--- src/rtl/instr_fetch_if.sv ---
// Bundles the program-load, control and fetch-output signals of instr_fetch.
// Carries no logic of its own, so it adds no latency.
// There is no backpressure: stall is a plain level input driven by the CPU side.
interface instr_fetch_if #(
    parameter int AW = 4
);
    logic          load_en;
    logic [AW-1:0] load_addr;
    logic [8:0]    load_data;
    logic          start;
    logic [AW-1:0] end_addr;
    logic          stall;
    logic [8:0]    Instruction;
    logic [AW-1:0] pc;
    logic          valid;
    logic          done;

    // Host/CPU side: loads the program, starts it and consumes fetched words.
    modport master (
        output load_en, load_addr, load_data, start, end_addr, stall,
        input  Instruction, pc, valid, done
    );

    // Fetch unit side.
    modport slave (
        input  load_en, load_addr, load_data, start, end_addr, stall,
        output Instruction, pc, valid, done
    );
endinterface

--- src/rtl/instr_fetch.sv ---
// Program store plus sequencer that streams words 0..end_addr to the CPU.
// start at edge k gives the first word after edge k+1, then one word per cycle.
// stall inserts a NOP bubble and holds pc; load/start are ignored while running.
module instr_fetch #(
    parameter logic [8:0] NOP_WORD = 9'b000000000,
    parameter int         AW       = 4
) (
    input  logic          CLK,
    input  logic          RST,
    instr_fetch_if.slave  bus
);

    typedef enum logic [1:0] {
        S_IDLE = 2'd0,
        S_RUN  = 2'd1,
        S_DONE = 2'd2
    } state_t;

    state_t        r_state;
    state_t        w_state_nxt;
    logic [AW-1:0] r_pc;
    logic [AW-1:0] w_pc_nxt;
    logic [AW-1:0] r_end;
    logic [AW-1:0] w_end_nxt;
    logic [8:0]    r_instr;
    logic [8:0]    w_instr_nxt;
    logic          r_valid;
    logic          w_valid_nxt;
    logic          r_done;
    logic          w_done_nxt;
    logic          w_mem_we;
    logic [8:0]    w_rd_word;

    // Program memory has no reset so a reset never loses the loaded program.
    logic [8:0]    r_mem [2**AW];

    assign w_rd_word = r_mem[r_pc];

    // Next-state and next-output decode; every output defaults to a bubble.
    always_comb begin
        w_state_nxt = r_state;
        w_pc_nxt    = r_pc;
        w_end_nxt   = r_end;
        w_instr_nxt = NOP_WORD;
        w_valid_nxt = 1'b0;
        w_done_nxt  = r_done;
        w_mem_we    = 1'b0;
        case (r_state)
            S_IDLE, S_DONE: begin
                // A write wins over start when both arrive together.
                if (bus.load_en) begin
                    w_mem_we    = 1'b1;
                    w_state_nxt = S_IDLE;
                    w_done_nxt  = 1'b0;
                end else if (bus.start) begin
                    w_end_nxt   = bus.end_addr;
                    w_pc_nxt    = '0;
                    w_state_nxt = S_RUN;
                    w_done_nxt  = 1'b0;
                end else if (r_state == S_DONE) begin
                    w_done_nxt  = 1'b1;
                end
            end
            S_RUN: begin
                if (!bus.stall) begin
                    w_instr_nxt = w_rd_word;
                    w_valid_nxt = 1'b1;
                    // pc parks on the last word rather than wrapping.
                    if (r_pc == r_end) begin
                        w_state_nxt = S_DONE;
                    end else begin
                        w_pc_nxt = r_pc + 1'b1;
                    end
                end
            end
            default: begin
                w_state_nxt = S_IDLE;
            end
        endcase
    end

    // State and output registers; reset overrides every other input.
    always_ff @(posedge CLK) begin
        if (RST) begin
            r_state <= S_IDLE;
            r_pc    <= '0;
            r_end   <= '0;
            r_instr <= NOP_WORD;
            r_valid <= 1'b0;
            r_done  <= 1'b0;
        end else begin
            r_state <= w_state_nxt;
            r_pc    <= w_pc_nxt;
            r_end   <= w_end_nxt;
            r_instr <= w_instr_nxt;
            r_valid <= w_valid_nxt;
            r_done  <= w_done_nxt;
        end
    end

    // Synchronous program write, suppressed while reset is asserted.
    always_ff @(posedge CLK) begin
        if (!RST && w_mem_we) begin
            r_mem[bus.load_addr] <= bus.load_data;
        end
    end

    assign bus.Instruction = r_instr;
    assign bus.pc          = r_pc;
    assign bus.valid       = r_valid;
    assign bus.done        = r_done;

endmodule

--- src/flat_wrapper.sv ---
// flat-port wrapper written by rule: the top's interface ports become plain ports
module instr_fetch_flat 
#(
    parameter logic [8:0] NOP_WORD = 9'b000000000,
    parameter int         AW       = 4
)
  (CLK, RST, bus_load_en, bus_load_addr, bus_load_data, bus_start, bus_end_addr, bus_stall, bus_Instruction, bus_pc, bus_valid, bus_done);
  instr_fetch_if #(.AW(AW)) bus_i ();
  input  logic CLK;
  input  logic RST;
  input wire logic [$bits(bus_i.load_en)-1:0] bus_load_en;
  input wire logic [$bits(bus_i.load_addr)-1:0] bus_load_addr;
  input wire logic [$bits(bus_i.load_data)-1:0] bus_load_data;
  input wire logic [$bits(bus_i.start)-1:0] bus_start;
  input wire logic [$bits(bus_i.end_addr)-1:0] bus_end_addr;
  input wire logic [$bits(bus_i.stall)-1:0] bus_stall;
  output wire logic [$bits(bus_i.Instruction)-1:0] bus_Instruction;
  output wire logic [$bits(bus_i.pc)-1:0] bus_pc;
  output wire logic [$bits(bus_i.valid)-1:0] bus_valid;
  output wire logic [$bits(bus_i.done)-1:0] bus_done;
  assign bus_i.load_en = bus_load_en;
  assign bus_i.load_addr = bus_load_addr;
  assign bus_i.load_data = bus_load_data;
  assign bus_i.start = bus_start;
  assign bus_i.end_addr = bus_end_addr;
  assign bus_i.stall = bus_stall;
  assign bus_Instruction = bus_i.Instruction;
  assign bus_pc = bus_i.pc;
  assign bus_valid = bus_i.valid;
  assign bus_done = bus_i.done;
  instr_fetch #(.NOP_WORD(NOP_WORD), .AW(AW)) u_core (.CLK(CLK), .RST(RST), .bus(bus_i));
endmodule
--- config.mk ---
export PLATFORM = sky130hd
export DESIGN_NAME = instr_fetch_flat
export DESIGN_NICKNAME = d
export VERILOG_FILES = /design/src/rtl/instr_fetch_if.sv /design/src/rtl/instr_fetch.sv /design/src/flat_wrapper.sv
export SDC_FILE = /design/constraint.sdc
export NUM_CORES = 1
export LEC_CHECK = 0
export ABC_CLOCK_PERIOD_IN_PS = 3000
export CAP_MARGIN = 20
export CELL_PAD_IN_SITES_DETAIL_PLACEMENT = 0
export CELL_PAD_IN_SITES_GLOBAL_PLACEMENT = 2
export CORE_ASPECT_RATIO = 1.75
export CORE_MARGIN = 2
export CORE_UTILIZATION = 39
export CTS_CLUSTER_DIAMETER = 150
export CTS_CLUSTER_SIZE = 14
export DETAILED_ROUTE_END_ITERATION = 10
export PLACE_DENSITY_LB_ADDON = 0.1
export SLEW_MARGIN = 20
export SYNTH_ARGS = -nofsm -noshare
export SYNTH_HDL_FRONTEND = slang
export SYNTH_SLANG_ARGS = --single-unit
--- constraint.sdc ---
create_clock -name CLK -period 3 [get_ports CLK]
set_clock_uncertainty 0.1 [all_clocks]
set_input_delay 0.75 -clock CLK [delete_from_list [all_inputs] [get_ports CLK]]
set_output_delay 0.75 -clock CLK [all_outputs]
set_load 0.05 [all_outputs]
==> run summary, run 1 <==
Critical path endpoint category: output pin
Core Rows: 62
Top Layer Used: met4
Worst-Margin Slew: 751.1 ps
Crit-path cells: clkdlybuf4s50_1
Placer Congestion: 0.7712
Clk root buf: clkbuf_16
Initial antenna violation count: 0
Vias post-DR: 3,304
Status: completed
Async set or reset register ratio after synthesis: 0%
CP required: 2150 ps
RSZ-0062 raised after global routing: false
Global route overflow: 0
Main synth FF type: edfxtp_1
Post-synth top area cell: edfxtp_1
Largest net degree at the start of global routing: 32
GRT Total Usage: 17.50%
First drt pass iteration count: 5
CP max-delay cell: clkdlybuf4s50_1
Top Ports: 37
Maximum fanout along the worst path: 7
Max-Slew Margin vs Limit: 49.77%
Sequential cell area fraction in the yosys report: 73.56%
Clk slew on worst S/H paths: 70 ps
Max-Cap Viols: 0
First-pass GRT wire length: 21,370 um
Die height: 174.1 um
# fillers: 1,431
Area of the multi-input gates: 1564 um^2
Cells after Synth: 347
Syn avg cell area: 18.59 um^2
Area growth syn-to-layout: 19.50%
Count leader, synth: edfxtp_1
Hold Crit Class: register to register
Final instance area: 7707 um^2
Critical path type: register to output pin
# H-tree levels: 4
Startpoint Class: register
Crit path DAT: 1760 ps
DR vias/cell: 5.372
Wire length on met3: 373 um
Fin Setup TNS: 0 ps
Slew Viols, Final: 0
Sink Count: 165
Post-CTS Repair Setup Buffers: 0
Synth top area cells: edfxtp_1 67%, mux4_2 9.8%, dfxtp_1 6.5%
Sequential standard cell area: 4746 um^2
Post-synth EDFFs: 144
Layout Nets: 433
Die X: 101.2 um
Most frequent cells after synthesis: 144 x edfxtp_1, 28 x mux4_2, 23 x nor2_1
Final ANT Viol Nets: 0
M1 WL: 5569 um
CP delay by family, top: buffers and inverters
Achievable Freq: 382.6 MHz
Worst-Skew Late Latency: 420 ps
Area after DPL: 7138 um^2
Hpwl dp: 10,050 um
Post-route DRC: 0
Post-synth top area share: 67.04%
CTS tree: done
Vias in the first global route: 3,426
Wire per inst: 23.60 um
Max Root-Sink Buffers: 2
Post-Syn Nets: 370
# diodes: 0
CP Buf/Inv Count: 1
Final-report hold violation count: 0
Leak: 2.461 nW
Min Tclk post-route: 2613 ps
Unique cell type count in the Yosys netlist: 39
Share of cells above drive strength 1: 21.99%
Post-cts resize count: 0
Die area: 17,620 um^2
Synth Register Bits: 165
Synth warnings: 0
Fin crit share: 87.11%
DRT iter0 DRCs: 173
Setup Viol. Count Final: 0
Post-Syn Area: 6450 um^2
Initial Util: 39.59%
TritonCTS Buffers: 17
Port Buf Inserts: 36
# hold bufs at CTS: 0
Met2 WL: 8413 um
VDD IR-drop max: 0.2947 mV
Pwr dens: 614.9 nW/um^2
Core Area: 16,290 um^2
Routed WL: 14,520 um
Worst stage delay on the critical path: 860 ps
## cell type report
type	instances	share of cell area, %
clock buffer	17	5.519
sequential	165	61.57
multi-input combinational	163	20.29
inverter	2	0.09740
tap	192	3.117
timing repair buffer	61	7.532
clock inverter	15	1.867
## placed cells by master, fill, tap and decap left out, types with 2 or more instances in the layout
| cell type | synthesis | layout |
|---|---|---|
| a211o_1 | 2 | 2 |
| a21oi_1 | 8 | 8 |
| a221o_1 | 8 | 8 |
| a22o_1 | 8 | 8 |
| a22oi_1 | 8 | 8 |
| and2_1 | 3 | 3 |
| and3_1 | 9 | 9 |
| buf_12 | 2 | 3 |
| buf_4 | 2 | 24 |
| clkbuf_16 | 0 | 17 |
| clkdlybuf4s50_1 | 0 | 34 |
| clkinv_1 | 0 | 2 |
| clkinv_4 | 0 | 2 |
| clkinv_8 | 0 | 2 |
| clkinvlp_4 | 0 | 2 |
| dfxtp_1 | 21 | 20 |
| edfxtp_1 | 144 | 144 |
| inv_1 | 2 | 2 |
| inv_6 | 0 | 3 |
| inv_8 | 0 | 4 |
| mux2_2 | 2 | 2 |
| mux2i_1 | 17 | 17 |
| mux4_2 | 28 | 28 |
| nand2_1 | 15 | 15 |
| nand2b_1 | 3 | 3 |
| nand3_1 | 2 | 2 |
| nand4_1 | 2 | 2 |
| nor2_1 | 23 | 23 |
| nor2b_1 | 3 | 3 |
| nor3_1 | 4 | 4 |
| nor3b_1 | 2 | 2 |
| o21ai_0 | 2 | 2 |
| or3_1 | 2 | 2 |
| xnor2_1 | 3 | 3 |
## flip-flops by register name, indices dropped and copies added, names as in the netlist
register,count
u_core.bus.done,1
u_core.r_end,4
u_core.bus.valid,1
u_core.r_state,2
u_core.bus.Instruction,9
u_core.r_mem,144
u_core.bus.pc,4
## stage by stage
step	total power [mW]	hold slack (ps)	setup WS [ps]	util, %	cells
after floorplan	2.629	348.8	264.7	-	347
after global placement	2.730	357.0	61.12	43.82	583
after detailed placement	2.732	369.1	54.42	43.82	583
after CTS	4.793	381.0	362.7	47.31	615
after global routing	4.917	393.7	315.4	47.31	615
final	4.739	376.4	386.6	47.31	615
## cell families after synthesis
group	after synthesis	synth area share, %
flops	165	73.56
simple gates	72	5.955
mux	48	12.94
compound gates	38	4.501
buf+inv	19	2.192
xor+xnor	4	0.6597
fa+ha+maj	1	0.1940
## worst paths after layout
| check | endpoint | slack, ps | startpoint | cells after the start |
|---|---|---|---|---|
| worst max-delay path | bus_pc[3] | 390 | u_core.bus.pc[3]$_SDFFE_PP0P_ | 1 |
| worst min-delay path | u_core.r_end[0]$_SDFFE_PP0P_ | 380 | u_core.r_end[0]$_SDFFE_PP0P_ | 2 |
| worst max register to register | u_core.bus.Instruction[4]$_SDFF_PP0_ | 810 | u_core.bus.pc[0]$_SDFFE_PP0P_ | 4 |
| worst min register to register | u_core.r_end[0]$_SDFFE_PP0P_ | 380 | u_core.r_end[0]$_SDFFE_PP0P_ | 2 |
## power breakdown
| part | leakage (nW) | internal, mW | switching, mW |
|---|---|---|---|
| logic | 0.721 | 0.0563 | 0.0996 |
| registers | 1.47 | 2.51 | 0.00812 |
| clock network | 0.273 | 1.10 | 0.963 |
## per-layer routing
layer	global-route usage [%]	vias up
li1	-	1524
met1	20.36	1710
met2	32.17	63
met3	3.177	7
met4	5.068	0
met5	0	-
No activity file was read; power rests on OpenSTA's default activity.
==> run 2, diff against run 1 <==
--- a/config.mk
+++ b/config.mk
@@ -6,10 +6,8 @@
 export NUM_CORES = 1
 export LEC_CHECK = 0
 export ABC_CLOCK_PERIOD_IN_PS = 3000
-export CAP_MARGIN = 20
 export CELL_PAD_IN_SITES_DETAIL_PLACEMENT = 0
 export CELL_PAD_IN_SITES_GLOBAL_PLACEMENT = 2
-export CORE_ASPECT_RATIO = 1.75
 export CORE_MARGIN = 2
 export CORE_UTILIZATION = 39
 export CTS_CLUSTER_DIAMETER = 150
==> run 2 against run 1 <==
Compared with the run above:
- core utilization rose by 0.094 points
- sequential cell count did not move
- cell count rose by 4.4%
- critical path depth did not move
==> run summary, run 2 (same netlist as run 1, synthesis figures left out) <==
Largest Register: u_core.r_mem
Leak: 2.454 nW
VDD IR-drop max: 0.4834 mV
Share of cells above drive strength 1: 21.80%
R2R Setup Slk: 930 ps
Fin crit share: 88.93%
Pwr dens: 615.8 nW/um^2
RSZ-0062 raised after global routing: false
Startpoint Class: register
Core Area: 16,350 um^2
Min Tclk post-route: 2668 ps
Worst-Skew Late Latency: 420 ps
Layout Nets: 432
Achievable Freq: 374.8 MHz
Placer Congestion: 0.7753
Worst Hold Depth: 2
CP max-delay cell: clkdlybuf4s50_1
Hold Crit Endpoint: u_core.r_end[3]$_SDFFE_PP0P_
Max FFs per register: 144
Net Switching: 976.1 uW
Routed WL: 13,640 um
DR vias/cell: 5.137
R2R cell count: 4
CTS tree: done
Vias post-DR: 3,298
CP required: 2150 ps
Internal cell power: 3.796 mW
# hold bufs at CTS: 0
Hpwl dp: 8891 um
Largest net degree at the start of global routing: 49
Max Root-Sink Buffers: 2
Power, Total: 4.772 mW
Comb pwr share: 3.1%
Critical path type: register to output pin
Initial Util: 39.45%
Crit-path cells: clkdlybuf4s50_1
Post-route DRC: 0
Crit path DAT: 1820 ps
Slew Viols, Final: 0
Max-Cap Viols: 0
Worst R2R Start: u_core.r_state[0]$_SDFFE_PP0P_
Commonest non-fill, non-tap cell in the layout: edfxtp_1
CP Buf/Inv Count: 1
Area growth syn-to-layout: 20.16%
Post-CTS Repair Setup Buffers: 0
Top Ports: 37
Final ANT Viol Nets: 0
CP delay by family, top: buffers and inverters
# diodes: 0
Clk root buf: clkbuf_16
# H-tree levels: 4
Commonest cells after routing, fill and taps aside: 144 x edfxtp_1, 35 x clkdlybuf4s50_1, 28 x mux4_2
Switching Share: 20.45%
Worst stage delay on the critical path: 870 ps
Wire per inst: 21.24 um
Maximum fanout along the worst path: 7
Initial antenna violation count: 0
Sink Count: 165
Die height: 132.6 um
Hold Crit Class: register to register
Max-Slew Margin vs Limit: 58.80%
First-pass GRT wire length: 20,420 um
GRT Total Usage: 16.43%
Fin Setup TNS: 0 ps
Vias in the first global route: 3,336
Port Buf Inserts: 36
First drt pass iteration count: 4
Final-report hold violation count: 0
TritonCTS Buffers: 17
Inst Count DP: 610
Setup Viol. Count Final: 0
HP Start: u_core.r_end[3]$_SDFFE_PP0P_
Die area: 17,580 um^2
Fin cells: 642
Reg power frac: 52.8%
Post-cts resize count: 0
Clock power frac: 44.1%
DRT iter0 DRCs: 223
R2R Path End: u_core.r_mem[0][8]$_DFFE_PP_
Final Util: 47.41%
Die X: 132.6 um
Status: completed
Core Rows: 47
Clk slew on worst S/H paths: 60 ps
Worst-Margin Slew: 616.1 ps
Global route overflow: 0
Critical path endpoint category: output pin
==> run 2: cell count changes in the layout (fill, tap and decap cells not counted) <==
| cell | previous run | this run |
|---|---|---|
| clkinv_1 | 2 | 1 |
| clkinv_8 | 2 | 0 |
| inv_6 | 3 | 2 |
| clkinv_4 | 2 | 4 |
| clkdlybuf4s50_1 | 34 | 35 |
| clkinv_2 | 0 | 2 |
| clkinvlp_4 | 2 | 4 |
| inv_8 | 4 | 0 |
| buf_4 | 24 | 22 |
| bufinv_16 | 0 | 2 |
==> run 2: metal layers <==
layer	track usage (%)	share of wire, %	up-vias	routed length, um
met4	5.376	0.94	0	128
met1	22.85	48	1719	6526
met5	0	0	-	0
met3	4.100	3.5	13	484
met2	25.56	48	46	6498
li1	-	-	1520	-
==> run 2: layout make-up <==
class,instances,area (um^2)
timing repair buffer,60,575.6
multi-input combinational,163,1564
inverter,2,7.507
tap,220,275.3
fill,1431,8598
clock inverter,15,156.4
sequential,165,4746
clock buffer,17,425.4
==> run 2: worst min-delay path, delay by kind of cell (launching register included) <==
| family | cells | cell delay (ps) |
|---|---|---|
| DFF | 1 | 320 |
| AOI/OAI and AO/OA | 1 | 50 |
| and+or+nand+nor | 1 | 50 |
==> run 2: how the worst max path moves through the flow <==
stage	start	slack, ps	to	depth (start not counted)
floorplan	RST	260	u_core.r_mem[0][0]$_DFFE_PP_	3
global placement	bus_load_en	120	u_core.r_mem[0][5]$_DFFE_PP_	5
detailed placement	bus_load_en	130	u_core.r_mem[0][8]$_DFFE_PP_	5
CTS	u_core.bus.pc[3]$_SDFFE_PP0P_	280	bus_pc[3]	1
global route	u_core.bus.pc[3]$_SDFFE_PP0P_	250	bus_pc[3]	1
finish	u_core.bus.pc[3]$_SDFFE_PP0P_	330	bus_pc[3]	1
==> run 2: per-stage QoR <==
stage                     setup slack, ps  hold slack, ps  area, um^2
after floorplan                     264.7           348.8        6450
after detailed placement            130.7           362.3        7168
final                               332.2           370.5        7750
after CTS                           277.5           371.5        7750
after global routing                245.3           401.7        7750
after global placement              121.5           359.9        7168
==> run 2: power by group through the flow <==
stage	combinational, mW	clock (mW)	sequential, mW
after detailed placement	0.149	0	2.57
final	0.147	2.10	2.52
after CTS	0.150	2.15	2.52
after global routing	0.161	2.25	2.52
after global placement	0.148	0	2.57
after floorplan	0.0515	0	2.58
